File: config.mk
export PLATFORM = sky130hd
export DESIGN_NAME = sample_serializer
export DESIGN_NICKNAME = d
export VERILOG_FILES = /design/src/rtl/sample_serializer.sv
export SDC_FILE = /design/constraint.sdc
export NUM_CORES = 1
export LEC_CHECK = 0
export ABC_CLOCK_PERIOD_IN_PS = 3330
export CELL_PAD_IN_SITES_DETAIL_PLACEMENT = 1
export CELL_PAD_IN_SITES_GLOBAL_PLACEMENT = 1
export CORE_MARGIN = 3
export CORE_UTILIZATION = 31
export CTS_CLUSTER_SIZE = 12
export DETAILED_ROUTE_END_ITERATION = 10
export PLACE_DENSITY_LB_ADDON = 0.08
export SYNTH_ARGS = -nofsm -noshare
export SYNTH_HDL_FRONTEND = slang
export SYNTH_SLANG_ARGS = --single-unit
File: constraint.sdc
create_clock -name clk -period 3.33 [get_ports clk]
set_input_delay 0.4995 -clock clk [delete_from_list [all_inputs] [get_ports clk]]
set_output_delay 0.4995 -clock clk [all_outputs]
set_load 0.005 [all_outputs]
File: src/rtl/sample_serializer.sv
// Codec-side sample serializer: requests one mono sample per frame and shifts it
// MSB-first into both slots of a bclk/lrclk/sdata link, replaying the last sample on underrun.
module sample_serializer #(
    parameter int unsigned BCLK_HALF = 4,
    parameter int unsigned WIDTH     = 16
) (
    input  logic             clk,
    input  logic             reset,
    input  logic             enable,
    output logic             generate_next_sample,
    input  logic             new_sample_ready,
    input  logic [WIDTH-1:0] sample_in,
    output logic             bclk,
    output logic             lrclk,
    output logic             sdata,
    output logic [7:0]       underrun_count
);

    localparam int unsigned BIT_CLKS = 2 * BCLK_HALF;
    localparam int unsigned PHW      = (BIT_CLKS > 1) ? $clog2(BIT_CLKS) : 1;
    localparam int unsigned BITW     = 5;
    localparam int unsigned CNTW     = 8;

    typedef enum logic [1:0] {
        S_IDLE = 2'd0,
        S_WAIT = 2'd1,
        S_HAVE = 2'd2
    } state_t;

    // Frame position is kept as (bit, phase) so no divider is needed: pos = bit*BIT_CLKS + ph.
    state_t            state_q, state_d;
    logic [PHW-1:0]    ph_q, ph_d;
    logic [BITW-1:0]   bit_q, bit_d;
    logic [WIDTH-1:0]  play_q, play_d;
    logic [WIDTH-1:0]  next_q, next_d;
    logic [CNTW-1:0]   ucnt_q, ucnt_d;
    logic              gen_q, gen_d;
    logic              bclk_q, bclk_d;
    logic              lrclk_q, lrclk_d;
    logic              sdata_q, sdata_d;
    logic              last_c;

    always_comb begin
        state_d = state_q;
        ph_d    = ph_q;
        bit_d   = bit_q;
        play_d  = play_q;
        next_d  = next_q;
        ucnt_d  = ucnt_q;
        last_c  = (bit_q == BITW'(31)) && (ph_q == PHW'(BIT_CLKS - 1));

        if (!enable) begin
            state_d = S_IDLE;
            ph_d    = '0;
            bit_d   = '0;
            play_d  = '0;
            next_d  = '0;
        end else if (state_q == S_IDLE) begin
            // Fresh start: the first enabled cycle is pos 0 and carries the request.
            state_d = S_WAIT;
            ph_d    = '0;
            bit_d   = '0;
        end else begin
            if (ph_q == PHW'(BIT_CLKS - 1)) begin
                ph_d  = '0;
                bit_d = bit_q + BITW'(1);
            end else begin
                ph_d  = ph_q + PHW'(1);
            end

            if (last_c) begin
                state_d = S_WAIT;
                if (state_q == S_HAVE) begin
                    play_d = next_q;
                end else if (new_sample_ready) begin
                    play_d = sample_in;
                end else if (ucnt_q != CNTW'(255)) begin
                    ucnt_d = ucnt_q + CNTW'(1);
                end
            end else if ((state_q == S_WAIT) && new_sample_ready) begin
                next_d  = sample_in;
                state_d = S_HAVE;
            end
        end

        // Outputs decode the next position so the registered values line up with pos.
        gen_d   = enable && (bit_d == '0) && (ph_d == '0);
        bclk_d  = enable && (ph_d >= PHW'(BCLK_HALF));
        lrclk_d = enable && bit_d[4];
        sdata_d = enable && play_d[4'(4'd15 - bit_d[3:0])];
    end

    always_ff @(posedge clk or posedge reset) begin
        if (reset) begin
            state_q <= S_IDLE;
            ph_q    <= '0;
            bit_q   <= '0;
            play_q  <= '0;
            next_q  <= '0;
            ucnt_q  <= '0;
            gen_q   <= 1'b0;
            bclk_q  <= 1'b0;
            lrclk_q <= 1'b0;
            sdata_q <= 1'b0;
        end else begin
            state_q <= state_d;
            ph_q    <= ph_d;
            bit_q   <= bit_d;
            play_q  <= play_d;
            next_q  <= next_d;
            ucnt_q  <= ucnt_d;
            gen_q   <= gen_d;
            bclk_q  <= bclk_d;
            lrclk_q <= lrclk_d;
            sdata_q <= sdata_d;
        end
    end

    assign generate_next_sample = gen_q;
    assign bclk                 = bclk_q;
    assign lrclk                = lrclk_q;
    assign sdata                = sdata_q;
    assign underrun_count       = ucnt_q;

endmodule

==> impl_metrics.tcl, run 1 <==
set metrics [dict create \
    placement.io_buffers 31 \
    p_clk_share_pct 35.6 \
    netSwitchingPower_uw 303.8 \
    min_path_type "flop to flop" \
    post_route_cells_drive_above_1_share_pct 7.541 \
    route.detailed.vias_per_inst 5.220 \
    post_layout_nonfiller_instances 413 \
    synth.mux.area_fraction_pct 7.946 \
    placed_area_sq_um 3213 \
    syn_nets 301 \
    ctsHtreeMaxLevel 2 \
    core_area_sq_um 8763 \
    fmax_ghz 0.3621 \
    synth.ff_latch_count 52 \
    yosysUniqueCellTypes 45 \
    postCtsResizedCells 0 \
    ys_async_sr_fraction_pct 100.0 \
    areaGrowthSynthToFinish_pct 18.48 \
    number_of_maximum_capacitance_violations 0 \
    yosys.area.top_type "dfrtp_1" \
    ys_seq_area_share_pct 46.43 \
    startpoint_type "flop" \
    cts.repair_timing.setup_buffer_count 0 \
    clk_path_buf_depth 2 \
    dpl_worst_slack_ns 0.5642 \
    timing_worst_setup_path_type "flop to flop" \
    endpoint_kind "flop" \
    count_of_hold_buffers_inserted_by_post_cts_repair 0 \
    dr_total_vias 2156 \
    detail_route.wirelength_um 7214 \
    detailedRoute.firstIterationViolations 118 \
    grt_start_max_net_pins 53 \
    syn-cell-area_sq_um 2803 \
    final_period_minus_worst_setup_slack_ns 2.762 \
    share_comb_of_total_power_pct 11.1 \
    critPathRequiredTime_ns 3.52 \
    synth_warnings 0 \
    yosys.area.top_type_share_pct 46.43 \
    slew_viol_final 0 \
    global_route.overflow_total 0 \
    routabilityCongestion 0.7605 \
    numCtsBuffers 5 \
    power_density_nw_per_um2 372.0 \
    synthesized_instance_count 276 \
    worstSkewPairLatency_ns 0.31 \
    p_total_mw 1.235 \
    synth_xor_xnor_area_share_pct 3.437 \
    antenna_violations_before_repair 0 \
    status "finished, final reports clean" \
    synth-compound-area-share_pct 15.36 \
    dr.pass1.iters 4 \
    finalHoldViolations 0 \
    worst_slew_margin_rel_pct 46.90 \
    grt_pass1_vias 2342 \
    static-leakage-power_nw 1.421 \
    syn_area_per_cell_sq_um 10.15 \
    timing_worst_slew_pin_value_ns 0.7912 \
    ys_dominant_reg_cell "dfrtp_1" \
    synth_simple_gate_area_share_pct 20.40 \
    layout_worst_path_cycle_share_pct 82.94 \
    drt-wirelength-per-cell_um 17.47 \
    synth_top_family_by_area "simple AND/OR/NAND/NOR gates" \
    die_width_um 101.1 \
    p_seq_share_pct 53.3 \
    final_setup_violation_count 0 \
    post-route-util_pct 37.89 \
    cell_internal_pwr_uw 931.5 \
    tritoncts "yes" \
    finalNetCount 329 \
    number_of_flops_mapped_to_enable_cells_by_yosys 0 \
    num_io_pins 32 \
    grtUsageTotal_pct 14.93 \
    ant_nets 0 \
    rsz0062_at_grt "no" \
    cts.reportedPaths.clkPinSlew_ns 0.09 \
    detailed_place_hpwl_um 5041 \
    ir_drop_mv 0.1599 \
    post-route-worst-setup-slack_ns 0.5680 \
    grt_first_pass_wirelength_um 12020 \
    final.setup_skew_ns 0.007399 \
    drc_errors 0 \
    power_switching_share_pct 24.59 \
    worst_ep_arrival_ns 2.95 \
    yosys-top-cells-area "dfrtp_1 (46%), mux2i_1 (7.1%), nor2b_1 (4.0%)" \
    chipHeight_um 101.1 \
    floorplan.initialDensity_pct 31.98 \
    design_area_sq_um 3321 \
    worstPathMaxFanout 11 \
    reg2reg_setup_slack_ns 0.57 \
    fin_hold_ws_ns 0.4677 \
    dp_cells 405 \
    ctsRootBufferMaster "clkbuf_8" \
    row_count 34 \
    die-area_sq_um 10220 \
    finalSetupTns_ns 0 \
    yosys.area_share.adder_pct 2.232 \
    antenna_diode_count 0 \
    cts_num_sinks 52 \
]
## metal layers
layer  track usage (%)  vias to the layer above  wire [um]
met4             3.681                        0         65
met2             24.80                       28       3374
met5                 0                        -          0
met3             2.491                        4        167
met1             20.22                     1078       3606
li1                  -                     1046          -
## cells by family (layout without fill, tap and decap cells)
family	Yosys count	after routing
multiplexers	22	22
adder cells (fa/ha/maj)	5	5
flip-flops	52	52
AND/OR/NAND/NOR	99	99
buffers and inverters	23	52
XOR/XNOR	11	11
AO/OA/AOI/OAI	64	64
## area by class of cell
type / count / area (sq um)
clock inverter: 2 / 35.03
timing repair buffer: 40 / 377.9
inverter: 4 / 15.01
clock buffer: 6 / 72.57
tap: 108 / 135.1
fill: 989 / 5443
multi-input combinational: 201 / 1384
sequential: 52 / 1301
## synth_stat cells (5+ instances only)
cell       instances
a21oi_1            8
a31oi_1           13
and2_1            10
and3_1             6
and3b_1           12
buf_2              6
clkbuf_1           8
dfrtp_1           52
ha_1               5
mux2i_1           20
nand2_1           18
nand3_1            7
nor2_1            14
nor2b_1           18
o21ai_0           11
o2bb2ai_1          9
xnor2_1            7
## sequential cells by signal, indices dropped and copies added (netlist names)
signal                count
next_q                   16
play_q                   16
underrun_count            8
bit_q                     5
ph_q                      2
state_q                   2
bclk                      1
generate_next_sample      1
sdata                     1
## cells in the final DEF, fill, tap and decap left out, drive strengths merged, types with 2 or more instances in the layout
cell type and instances:
nor2 15, xor2 4, clkdlybuf4s50 31, nand2b 2, a22oi 3, nor2b 18, o21ai 13, o22ai 4
and2 11, mux2 2, and3 6, and3b 12, o21a 2, a31oi 14, o31ai 3, o2bb2ai 9
dfrtp 52, o211ai 2, a21oi 8, nand4 3, nor3 4, nand2 18, mux2i 20, clkbuf 6
xnor2 7, ha 5, nand3 7, buf 9, inv 4
## power groups by stage
stage / clock [mW] / combinational, mW / sequential (mW)
after floorplan: 0 / 0.0847 / 0.664
after global placement: 0 / 0.140 / 0.671
after detailed placement: 0 / 0.141 / 0.671
final: 0.440 / 0.137 / 0.658
after CTS: 0.461 / 0.141 / 0.658
after global routing: 0.482 / 0.152 / 0.661
## worst max-delay path: stages, from the launching register on
cell	delay (ns)
dfrtp_1	0.45
ha_1	0.29
and3_1	0.20
ha_1	0.18
and2_0	0.26
o21ai_1	0.48
a21oi_1	0.14
and3_1	0.22
mux2_2	0.27
nand3_1	0.08
nand4_1	0.07
## final timing paths
kind / from / endpoint / depth (start not counted)
max in group asynchronous: reset / play_q[13] / 3
setup reg to reg: bit_q[0] / sdata / 10
min in group asynchronous: reset / play_q[1] / 3
hold reg to reg: ph_q[0] / ph_q[0] / 1
setup / recovery: bit_q[0] / sdata / 10
hold / removal: ph_q[0] / ph_q[0] / 1
No activity file was read; power rests on OpenSTA's default activity.
==> inputs of run 2 (changes only) <==
--- a/config.mk
+++ b/config.mk
@@ -5,7 +5,7 @@
 export SDC_FILE = /design/constraint.sdc
 export NUM_CORES = 1
 export LEC_CHECK = 0
-export ABC_CLOCK_PERIOD_IN_PS = 3330
+export ABC_CLOCK_PERIOD_IN_PS = 2600
 export CELL_PAD_IN_SITES_DETAIL_PLACEMENT = 1
 export CELL_PAD_IN_SITES_GLOBAL_PLACEMENT = 1
 export CORE_MARGIN = 3
==> constraint.sdc (replaced) <==
create_clock -name clk -period 2.6 [get_ports clk]
set_input_delay 0.39 -clock clk [delete_from_list [all_inputs] [get_ports clk]]
set_output_delay 0.39 -clock clk [all_outputs]
set_load 0.005 [all_outputs]
==> impl_metrics.tcl, run 2 (synthesized netlist as in run 1, its figures left out) <==
set metrics [dict create \
    final_period_minus_worst_setup_slack_ns 2.373 \
    ctsHtreeMaxLevel 2 \
    detail_route.wirelength_um 7438 \
    chipHeight_um 101.1 \
    rsz0062_at_grt "no" \
    status "finished, final reports clean" \
    cts.reportedPaths.clkPinSlew_ns 0.09 \
    ir_drop_mv 0.2011 \
    min_path_type "input port to async pin" \
    timing.critical_path.slowest_stage_cell "dfrtp_1" \
    number_of_maximum_capacitance_violations 0 \
    finalNetCount 340 \
    ant_nets 0 \
    clk_path_buf_depth 2 \
    numCtsBuffers 5 \
    timing_worst_slew_pin_value_ns 0.5072 \
    core_area_sq_um 8763 \
    num_io_pins 32 \
    timing.critical_path.cells "ha_1 > and3_1 > ha_1 > and2_0 > o21ai_1 > buf_4 > a21oi_1 > and3_1 > mux2_2 > nand3_1 > nand4_1" \
    netSwitchingPower_uw 381.8 \
    ff_latch_area_sq_um 1301 \
    row_count 34 \
    p_clk_share_pct 32.2 \
    fin_hold_ws_ns 0.4070 \
    startpoint_type "flop" \
    die_width_um 101.1 \
    fmax_ghz 0.4213 \
    count_of_hold_buffers_inserted_by_post_cts_repair 0 \
    finalHoldViolations 0 \
    worst_ep_arrival_ns 2.55 \
    critical_path.max_stage_delay_ns 0.45 \
    drt-wirelength-per-cell_um 17.54 \
    finalSetupTns_ns 0 \
    dr_total_vias 2202 \
    area_taken_by_multi_input_logic_gates_sq_um 1398 \
    timing_worst_setup_path_type "flop to flop" \
    final_common_cell "dfrtp_1" \
    routabilityCongestion 0.7953 \
    worst_slew_margin_rel_pct 65.22 \
    cell_internal_pwr_mw 1.129 \
    worstPathMaxFanout 11 \
    slew_viol_final 0 \
    areaGrowthSynthToFinish_pct 21.29 \
    grtUsageTotal_pct 15.53 \
    cts_num_sinks 52 \
    drc_errors 0 \
    route.detailed.vias_per_inst 5.193 \
    antenna_diode_count 0 \
    ctsRootBufferMaster "clkbuf_8" \
    critPathRequiredTime_ns 2.78 \
    floorplan.initialDensity_pct 31.98 \
    detailedRoute.firstIterationViolations 83 \
    p_seq_share_pct 55.3 \
    die-area_sq_um 10220 \
    layout_worst_path_cycle_share_pct 91.28 \
    most-common-layout-cells "dfrtp_1 (52), clkdlybuf4s50_1 (31), mux2i_1 (20), buf_4 (20)" \
    placement.io_buffers 31 \
    detailed_place_hpwl_um 5375 \
    final.setup_skew_ns 0.007571 \
    antenna_violations_before_repair 0 \
    post_route_cells_drive_above_1_share_pct 11.08 \
    final_setup_violation_count 0 \
    grt_pass1_vias 2343 \
    power_switching_share_pct 25.28 \
    power_density_nw_per_um2 444.3 \
    share_comb_of_total_power_pct 12.5 \
    fill_cells 996 \
    tritoncts "yes" \
    dr.pass1.iters 4 \
    endpoint_kind "flop" \
    grt_first_pass_wirelength_um 12410 \
    worstSkewPairLatency_ns 0.31 \
    static-leakage-power_nw 1.470 \
    global_route.overflow_total 0 \
    grt_start_max_net_pins 22 \
]
-- run 2: worst max-delay path: cells and delay by family, from the launching register on --
family	cells	cell delay, ns
buf+inv	1	0.20
compound gates	2	0.18
fa+ha+maj	2	0.41
mux	1	0.27
simple gates	5	0.74
flops	1	0.45
-- run 2: timing repair --
item	4_1_cts	5_1_grt
buffers inserted	0	0
gates resized for setup	0	3
setup endpoints to repair	0	4
-- run 2: path summary, 6_finish.rpt --
check / startpoint / end / slack (ns) / depth (start not counted)
setup / recovery: bit_q[1] / sdata / 0.23 / 11
hold / removal: reset / next_q[5] / 0.41 / 2
setup reg to reg: bit_q[1] / sdata / 0.23 / 11
hold reg to reg: ph_q[0] / ph_q[0] / 0.48 / 1
max in group asynchronous: reset / sdata / 1.57 / 3
min in group clk: ph_q[0] / ph_q[0] / 0.48 / 1
-- run 2: layout make-up --
cell class / instances / area share, %
Clock buffer: 8 / 2.650
Tap cell: 108 / 3.975
Inverter: 4 / 0.4417
Timing Repair Buffer: 51 / 13.54
Sequential cell: 52 / 38.28
Multi-Input combinational cell: 201 / 41.11
-- run 2: per-stage QoR --
step	power (mW)	setup slack, ns	util, %	instance area [sq um]	cells
after floorplan	0.9585	0.3392	-	2803	276
after global placement	1.044	0.2405	37.61	3296	416
after detailed placement	1.045	0.2136	37.61	3296	416
after CTS	1.544	0.1847	38.64	3386	424
after global routing	1.596	0.01517	38.79	3400	424
final	1.511	0.2266	38.79	3400	424
-- run 2: power by group through the flow --
stage	registers [mW]	clock network (mW)	logic [mW]
3_3_place_gp	0.851	0	0.193
6_report	0.836	0.486	0.189
5_1_grt	0.838	0.547	0.211
4_1_cts	0.836	0.514	0.194
3_5_place_dp	0.852	0	0.193
2_1_floorplan	0.850	0	0.109
-- run 2: per-layer routing --
layer	track usage, %	part of all wire (%)	up-vias
li1	-	-	1066
met1	22.15	51	1107
met2	24.65	46	24
met3	2.491	2.2	5
met4	3.681	0.99	0
met5	0	0	-
==> inputs of run 3 (changes only) <==
--- a/config.mk
+++ b/config.mk
@@ -12,7 +12,7 @@
 export CORE_UTILIZATION = 31
 export CTS_CLUSTER_SIZE = 12
 export DETAILED_ROUTE_END_ITERATION = 10
-export PLACE_DENSITY_LB_ADDON = 0.08
+export PLACE_DENSITY_LB_ADDON = 0.1
 export SYNTH_ARGS = -nofsm -noshare
 export SYNTH_HDL_FRONTEND = slang
 export SYNTH_SLANG_ARGS = --single-unit
==> impl_metrics.tcl, run 3 (synthesized netlist as in run 1, its figures left out) <==
set metrics [dict create \
    status "finished, final reports clean" \
    grt_start_max_net_pins 53 \
    grt_pass1_vias 2333 \
    endpoint_kind "flop" \
    timing_worst_slew_pin_value_ns 0.4588 \
    tritoncts "yes" \
    ctsHtreeMaxLevel 2 \
    rsz0062_at_grt "no" \
    floorplan.initialDensity_pct 31.98 \
    regToRegStartpoint "bit_q[0]" \
    route.detailed.vias_per_inst 5.173 \
    final_common_cell "dfrtp_1" \
    timing_worst_setup_path_type "flop to flop" \
    ctsRootBufferMaster "clkbuf_8" \
    number_of_maximum_capacitance_violations 0 \
    count_of_hold_buffers_inserted_by_post_cts_repair 0 \
    antenna_diode_count 0 \
    ant_nets 0 \
    final_setup_violation_count 0 \
    dr_total_vias 2188 \
    dpl_worst_slack_ns 0.2127 \
    numCtsBuffers 5 \
    post_route_cells_drive_above_1_share_pct 11.11 \
    num_io_pins 32 \
    min_path_type "input port to async pin" \
    clk_path_buf_depth 2 \
    worstSkewPairLatency_ns 0.31 \
    fin_hold_ws_ns 0.4268 \
    die-area_sq_um 10220 \
    area_taken_by_multi_input_logic_gates_sq_um 1396 \
    ff_latch_area_sq_um 1301 \
    finalHoldViolations 0 \
    detailedRoute.firstIterationViolations 91 \
    power_density_nw_per_um2 469.1 \
    dp_cells 415 \
    ir_drop_mv 0.2126 \
    finalSetupTns_ns 0 \
    critPathRequiredTime_ns 2.80 \
    fill_cells 994 \
    grtUsageTotal_pct 15.08 \
    cts.reportedPaths.clkPinSlew_ns 0.11 \
    r2r.worst_path.cells 11 \
    worst_ep_arrival_ns 2.60 \
    final.setup_skew_ns 0.01441 \
    reg2reg_setup_slack_ns 0.20 \
    slew_viol_final 0 \
    dr.pass1.iters 4 \
    routabilityCongestion 0.7541 \
    drc_errors 0 \
    final_period_minus_worst_setup_slack_ns 2.400 \
    antenna_violations_before_repair 0 \
    critical_path.max_stage_delay_ns 0.46 \
    worstPathMaxFanout 11 \
    areaGrowthSynthToFinish_pct 22.32 \
    die_width_um 101.1 \
    core_area_sq_um 8763 \
    post_layout_nonfiller_instances 423 \
    static-leakage-power_nw 1.476 \
    cts_num_sinks 52 \
    grt_first_pass_wirelength_um 12210 \
    fmax_ghz 0.4167 \
    detail_route.wirelength_um 7119 \
    timing.critical_path.slowest_stage_cell "dfrtp_1" \
    most-common-layout-cells "dfrtp_1 (52), clkdlybuf4s50_1 (31), mux2i_1 (20)" \
    global_route.overflow_total 0 \
    startpoint_type "flop" \
    drt-wirelength-per-cell_um 16.83 \
    detailed_place_hpwl_um 5073 \
    layout_worst_path_cycle_share_pct 92.30 \
    worst_slew_margin_rel_pct 69.09 \
    timing.critical_path.cells "ha_1 > and3_1 > ha_1 > and2_0 > o21ai_1 > buf_4 > a21oi_1 > and3_1 > mux2_2 > nand3_1 > nand4_1" \
    chipHeight_um 101.1 \
    row_count 34 \
    finalNetCount 339 \
    cts.repair_timing.setup_buffer_count 0 \
    path_delay_family "simple AND/OR/NAND/NOR gates" \
    placement.io_buffers 31 \
    regToRegEndpoint "sdata" \
    critical_path_buf_inv_count 1 \
    post-route-worst-setup-slack_ns 0.2001 \
]
[run 3: what timing repair did]
item | 4_1_cts | 5_1_grt
endpoints found under the hold margin | 0 | 0
endpoints found under the setup margin | 0 | 4
gates resized for setup | 0 | 2
[run 3: final cells by class]
cell class	count	area share, %
inverters	4	0.4380
clock buffers	5	2.007
well taps	108	3.942
multi-input cells	201	40.73
flip-flops and latches	52	37.96
clock inverters	3	1.350
repair buffers	50	13.58
[run 3: worst max path at each step]
stage	startpoint	end	slack, ns	depth (start not counted)
finish	bit_q[0]	sdata	0.20	11
detailed placement	bit_q[0]	underrun_count[3]	0.21	9
floorplan	bit_q[0]	next_q[0]	0.34	8
global placement	bit_q[0]	underrun_count[5]	0.25	9
global route	bit_q[0]	sdata	0.01	11
CTS	bit_q[0]	underrun_count[5]	0.20	9
[run 3: through the flow]
step / area (sq um) / total power [mW] / utilization (%)
2_1_floorplan: 2803 / 0.9585 / -
3_3_place_gp: 3301 / 1.042 / 37.66
3_5_place_dp: 3301 / 1.043 / 37.66
4_1_cts: 3416 / 1.637 / 38.98
5_1_grt: 3428 / 1.693 / 39.12
6_report: 3428 / 1.608 / 39.12
[run 3: worst reg2reg max path, stage by stage (launching register included)]
cell     delay [ns]
dfrtp_1        0.46
ha_1           0.25
and3_1         0.18
ha_1           0.19
and2_0         0.19
o21ai_1        0.09
buf_4          0.20
a21oi_1        0.08
and3_1         0.19
mux2_2         0.29
nand3_1        0.09
nand4_1        0.07
[run 3: power by group]
| group | internal [mW] | switching, mW |
|---|---|---|
| logic | 0.0853 | 0.0979 |
| clock network | 0.291 | 0.295 |
| registers | 0.827 | 0.0127 |
[run 3: layer usage]
layer	wire length, um	vias to the layer above	share of wire (%)	track usage (%)
met3	164	2	2.3	2.422
met2	3310	22	46	23.09
met5	0	-	0	0
met1	3615	1097	51	22.34
met4	28	0	0.39	3.272
li1	-	1067	-	-
